===== src/rtl/tt_um_warriorjacq9.sv =====
// 4-bit ALU sequencer: fetches an instruction, reads operands from an external
// register file over a request/response bus, and presents result/flag/done.
module tt_um_warriorjacq9 (
    input  logic       clk,
    input  logic       rst,
    input  logic       ena,
    input  logic [7:0] ui_in,
    output logic [7:0] uo_out,
    input  logic [7:0] uio_in,
    output logic [7:0] uio_out,
    output logic [7:0] uio_oe
);

    typedef enum logic [2:0] {
        S_FETCH,
        S_RD1,
        S_NEXT,
        S_RD2,
        S_DONE
    } state_t;

    localparam logic [3:0] REQ_IDLE    = 4'b0000;
    localparam logic [3:0] REQ_REGREAD = 4'b0001;
    localparam logic [3:0] REQ_NEXTOP  = 4'b0011;

    state_t     r_state;
    state_t     w_next;
    logic [3:0] r_req;
    logic       r_done;
    logic [3:0] r_op;
    logic [3:0] r_a;
    logic [3:0] r_res;
    logic       r_flag;

    logic [3:0] w_req;
    logic       w_done;
    logic [3:0] w_b;
    logic [4:0] w_sum;
    logic [3:0] w_res;
    logic       w_flag;
    logic       w_unused;

    assign w_unused = &{1'b0, ena, uio_in[7:4]};

    // State register plus operand/result datapath
    always_ff @(posedge clk) begin
        if (rst) begin
            r_state <= S_FETCH;
            r_req   <= REQ_IDLE;
            r_done  <= 1'b0;
            r_op    <= '0;
            r_a     <= '0;
            r_res   <= '0;
            r_flag  <= 1'b0;
        end else begin
            r_state <= w_next;
            r_req   <= w_req;
            r_done  <= w_done;
            case (r_state)
                S_FETCH: begin
                    r_op <= ui_in[3:0];
                    r_a  <= ui_in[7:4];
                end
                S_RD1: r_a <= uio_in[3:0];
                S_RD2: begin
                    r_res  <= w_res;
                    r_flag <= w_flag;
                end
                default: ;
            endcase
        end
    end

    always_comb begin
        w_next = r_state;
        case (r_state)
            S_FETCH: begin
                case (ui_in[3:0])
                    4'd2, 4'd4, 4'd5: w_next = S_RD1;
                    4'd1, 4'd3, 4'd6: w_next = S_NEXT;
                    default:          w_next = S_DONE;
                endcase
            end
            S_RD1:   w_next = S_NEXT;
            S_NEXT:  w_next = S_RD2;
            S_RD2:   w_next = S_DONE;
            S_DONE:  w_next = S_FETCH;
            default: w_next = S_FETCH;
        endcase
    end

    // Outputs are decoded from the next state so the registered request/done
    // line up with the state they belong to.
    always_comb begin
        w_req  = REQ_IDLE;
        w_done = 1'b0;
        case (w_next)
            S_RD1, S_RD2: w_req  = REQ_REGREAD;
            S_NEXT:       w_req  = REQ_NEXTOP;
            S_DONE:       w_done = 1'b1;
            default:      ;
        endcase
    end

    // B is taken straight off the response bus on the RD2 exit edge
    assign w_b   = uio_in[3:0];
    assign w_sum = {1'b0, r_a} + {1'b0, w_b};

    always_comb begin
        w_res  = r_res;
        w_flag = r_flag;
        case (r_op)
            4'd1, 4'd2: begin
                w_res  = w_sum[3:0];
                w_flag = w_sum[4];
            end
            4'd3, 4'd4: begin
                w_res  = w_b - r_a;
                w_flag = (w_b < r_a);
            end
            4'd5: begin
                w_res  = ~(r_a & w_b);
                w_flag = 1'b0;
            end
            4'd6: begin
                w_res  = w_b >> r_a;
                w_flag = 1'b0;
            end
            default: ;
        endcase
    end

    assign uo_out  = {4'b0000, r_req};
    assign uio_out = {r_done, r_flag, 2'b00, r_res};
    assign uio_oe  = 8'b1100_1111;

endmodule


===== config.mk =====
export PLATFORM = sky130hd
export DESIGN_NAME = tt_um_warriorjacq9
export DESIGN_NICKNAME = d
export VERILOG_FILES = /design/src/rtl/tt_um_warriorjacq9.sv
export SDC_FILE = /design/constraint.sdc
export NUM_CORES = 1
export LEC_CHECK = 0
export BUFFER_PORTS_ARGS = -buffer_cell sky130_fd_sc_hd__buf_2
export CAP_MARGIN = 20
export CELL_PAD_IN_SITES_DETAIL_PLACEMENT = 0
export CELL_PAD_IN_SITES_GLOBAL_PLACEMENT = 1
export CORE_MARGIN = 4
export CORE_UTILIZATION = 40
export CTS_CLUSTER_SIZE = 16
export DETAILED_ROUTE_END_ITERATION = 16
export PLACE_DENSITY_LB_ADDON = 0.2
export SLEW_MARGIN = 40
export SYNTH_ARGS = -nofsm -noshare
export SYNTH_HDL_FRONTEND = slang
export SYNTH_SLANG_ARGS = --single-unit

===== constraint.sdc =====
create_clock -name clk -period 2.5 [get_ports clk]
set_input_delay 0.25 -clock clk [delete_from_list [all_inputs] [get_ports clk]]
set_output_delay 0.25 -clock clk [all_outputs]
set_load 0.02 [all_outputs]

After elaboration in Yosys (flattened, before gate mapping)

Index checks and enable logic that the tools add are counted.

Register bits after elaboration: 21
Input port bits: 19
Output and inout bits: 24
Word-level logic and storage cells: 51

Add/subtract/negate cells: 2
Magnitude comparators: 1
Eq/ne operators: 19
Shift operators: 1
Multiplexer cells: 7
Bitwise logic cells: 2
Reduce and logical (&&, ||, !) cells: 12

Operators with widths:

| kind                                          | number |
|---|---|
| == test 4 x 3 -> 1 bit, second input constant | 6 |
| == test 4 x 2 -> 1 bit, second input constant | 4 |
| one-hot mux 4 bit (4 select lines)            | 1 |
| == test 3 x 2 -> 1 bit, second input constant | 4 |
| one-hot mux 3 bit (4 select lines)            | 1 |
| == test 4 x 1 -> 1 bit, second input constant | 2 |
| one-hot mux 4 bit (2 select lines)            | 1 |
| OR reduction 2 bit                            | 4 |
| == test 3 x 1 -> 1 bit, second input constant | 2 |
| one-hot mux 3 bit (2 select lines)            | 1 |
| OR reduction 3 bit                            | 2 |
| adder 4 x 4 -> 5 bit                          | 1 |
| bitwise AND 4 bit                             | 1 |
| < comparator 4 bit                            | 1 |
| NOT 4 bit                                     | 1 |
| one-hot mux 2 bit (2 select lines)            | 1 |
| AND reduction 2 bit                           | 2 |
| nonzero test 4 bit                            | 1 |
| >> shifter 4 x 4 -> 4 bit                     | 1 |
| subtractor 4 bit                              | 1 |
| == test 3 bit, second input constant          | 1 |
| zero test 3 bit                               | 1 |
| one-hot mux 1 bit (3 select lines)            | 1 |
| nonzero test 3 bit                            | 1 |
| 2 further kinds                               | 2 |

Depth between registers and ports, before layout

Word-level depth: 7
Mapped depth: 8

Worst setup path before layout

OpenSTA, ideal clock, no wires.

Path kind: register -> register
Start: register r_a[0]
End: register r_res[1]
Arrival: 1.543 ns
Data required time: 2.368 ns
Setup slack: 0.825 ns
Stages on the path, launching flop included: 8
Buffers on the path: 0
Clock period less this slack: 1.675 ns
Path through: dfxtp_1 -> ha_1 -> fa_1 -> o21ai_0 -> o22ai_1 -> a31oi_1 -> o31ai_1 -> a21oi_1

Word-level cells in the longest chain between the ends: 2

Ends and longest elaborated chain:

| element                                        | line | source |
|---|---|---|
| from (decl)                                    | 31   | `logic [3:0] r_a;` |
| from (signal assigned)                         | 62   | `r_a <= ui_in[7:4];` |
| from (signal assigned)                         | 64   | `S_RD1: r_a <= uio_in[3:0];` |
| subtractor 4 bit, or another cell as far along | 118  | `w_res = w_b - r_a;` |
| one-hot mux 4 bit (4 select lines) *           | 112  | `case (r_op)` |
| to (signal assigned)                           | 66   | `r_res <= w_res;` |
| to (decl)                                      | 32   | `logic [3:0] r_res;` |

Mark *: on every way between the ends. The rest lies on a longest branch, timed or not.
A chain may end at the register's enable or synchronous reset.

Worst setup path in the final report

Start: register r_a[1]
End: register r_res[3]

Same word-level chain as after synthesis.

==> impl_metrics.csv <==
group,metric,value,unit
setup_path,worstSetupEndpoint,"r_res[3]",
cts,cts_tree,"done",
hold_path,whs_path_depth,3,
timing,timing.setup.tns,0,ns
synth,yosys_warnings,0,
job,maxCapViolCount,0,
layout,final_cell_mix,"nor2_1 (24), buf_2 (21), dfxtp_1 (19)",
synth,synthDistinctLibCells,50,
setup_path,required,2.67,ns
floorplanning,ios,43,
pwr,p_per_area,584,mW/mm²
global_routing,grt_pass1_vias,1069,
timing,max_slew_margin,52.6,%
setup_path,r2r_start,"r_a[1]",
timing,setup_viol,0,
global_routing,grt_max_degree,16,
cts,cts-buffers-inserted,3,
layout,final_common_cell,"nor2_1",
timing,drv_slew,0,
placement,port_buffers,21,
layout,fin_util,45.3,%
cts,clk_pin_slew,0.08,ns
setup_path,critPathKind,"reg -> reg",
detailed_routing,routed_wirelength,3020,µm
pwr,leakage,0.000701,µW
cts,insertion_delay,0.25,ns
outcome,outcome,"finished clean",
timing,period_needed,1.89,ns
detailed_routing,drtIter0Drc,61,
detailed_routing,drc,0,
detailed_routing,wl_per_cell,12.7,µm
cts,cts_resized,0,
detailed_routing,dr.pass1.iters,4,
timing,whs,0.286,ns
global_routing,grt_usage,13.7,%
floorplanning,core_area,0.00344,mm²
setup_path,critPathMaxFanout,8,
global_routing,grt_overflow,0,
timing,worst_pin_slew,0.706,ns
setup_path,startpoint,"r_a[1]",
setup_path,critPathLaunchType,"flop",
detailed_routing,drtAntennaViolNets,0,
floorplanning,rows,21,
cts,cts_buffer_depth,2,
timing,max_freq,0.528,GHz
placement,dpl.hpwl,2390,µm
timing,hold_viol,0,
cts,clock_sinks,19,
cts,htreeDepth,1,
timing,period_share,75.8,%
floorplanning,dieArea,0.00470,mm²
synth,synth_flop_cell,"dfxtp_1",
timing,rsz0062_at_grt,"no",
global_routing,grt_pass1_wl,4900,µm
global_routing,antenna_found_initial,0,
layout,layout-drive-gt1-share,17.2,%
setup_path,reg2reg_depth,7,
pwr,vdd_drop_max,256,µV
cts,cts-root-buf,"clkbuf_8",
synth,syn_inst,176,
setup_path,r2r_slack,0.61,ns
setup_path,crit_path_end_kind,"flop",
layout,antenna_cells,0,
detailed_routing,routed-via-count,1186,
pwr,p_total,910,µW
hold_path,min-delay-path-class,"in -> reg",
synth,syn_area,0.00147,mm²
synth,seq_area_frac_synth,25.9,%
synth,synth_edf_count,0,
floorplanning,start_util,42.6,%
synth,ys_ff_latch,19,
timing,finalClockSkew,0.00415,ns
synth,synth-async-reset-ratio,0,%
layout,nets,222,
cts,ctsHoldBuffers,0,
detailed_routing,vias_per_cell,4.98,
cts,cts_setup_buffers,0,
layout,area_growth,6.14,%
setup_path,crit_arrival,2.06,ns
synth,syn_avg_cell_area,8.34,µm²
floorplanning,die_w,68.6,µm
placement,globalplace.congestion,0.856,
floorplanning,die_h,68.6,µm
setup_path,worstReg2RegEnd,"r_res[3]",
[area by class of cell]
class / instances / area [µm²]
Fill cell: 365 / 1880
Multi-Input combinational cell: 139 / 932
Sequential cell: 19 / 380
Timing Repair Buffer: 21 / 105
Tap cell: 46 / 57.6
Clock buffer: 3 / 41.3
Inverter: 9 / 33.8
Clock inverter: 1 / 7.51
[flip-flops by register name, indices dropped and copies added (netlist names)]
name / count
r_res: 4
r_req: 2
r_op: 4
r_done: 1
r_flag: 1
r_a: 4
r_state: 3
[worst min path at each step]
stage                    end      from  slack [ns]
global placement    r_res[1]  r_res[1]        0.44
global route         r_op[3]  ui_in[3]        0.32
CTS                  r_op[3]  ui_in[3]        0.28
finish               r_op[3]  ui_in[3]        0.29
detailed placement  r_res[1]  r_res[1]        0.44
floorplan           r_res[3]       rst        0.32
[metal layers]
layer	global-route usage [%]	part of all wire, %	up-vias
met1	19.1	48	530
met2	21.9	44	41
li1	-	-	613
met3	2.27	7.6	2
met5	0	0	-
met4	2.98	0.53	0
[cell families after synthesis]
kind of cell    Yosys count  share of synthesized area, %
other cells               2                         0.512
mux                      10                          6.91
xor+xnor                  2                          1.19
buf+inv                  32                          14.2
simple gates             59                          20.3
fa+ha+maj                10                          9.55
compound gates           42                          21.5
flops                    19                          25.9
[worst max-delay path, stage by stage, from the launching register on]
cell and delay, ns:
dfxtp_1 0.49, inv_1 0.15, ha_1 0.31, nor3b_1 0.26
a211o_1 0.15, xnor2_1 0.12, nand2_1 0.08, a311oi_2 0.24
[metrics by stage]
step | cell area, µm² | instances | setup slack (ns)
finish | 1560 | 238 | 0.606
floorplan | 1520 | 190 | 0.825
CTS | 1560 | 238 | 0.607
detailed placement | 1510 | 234 | 0.642
global route | 1560 | 238 | 0.479
global placement | 1510 | 234 | 0.623
[cell usage after synthesis (all sizes together), types with 2 or more instances]
cell type	number	share of area, %
a211oi	4	2.0
a21boi	2	1.0
a21oi	11	4.3
a221o	2	1.4
a22oi	2	1.0
a311oi	2	1.6
a31oi	2	0.85
and2b	3	1.7
and3	2	0.85
buf	21	11
clkbuf	2	1.2
conb	2	0.51
dfxtp	19	26
fa	2	2.7
ha	8	6.8
inv	9	2.3
mux2i	9	6.1
nand2	9	2.3
nand2b	6	2.6
nand3	2	0.68
nor2	24	6.1
nor3	4	1.4
o21ai	4	1.4
o21bai	2	1.0
o31ai	4	3.0
or3	2	0.85
[where the power goes]
| group | leakage, µW | internal, µW | switching [µW] | total [µW] |
|---|---|---|---|---|
| combinational | 0.000523 | 130 | 179 | 309 |
| clock | 0.0000217 | 112 | 109 | 221 |
| sequential | 0.000156 | 333 | 46.9 | 380 |
| total | 0.000701 | 575 | 335 | 910 |
Note: power is estimated with default switching activity, not from simulation.
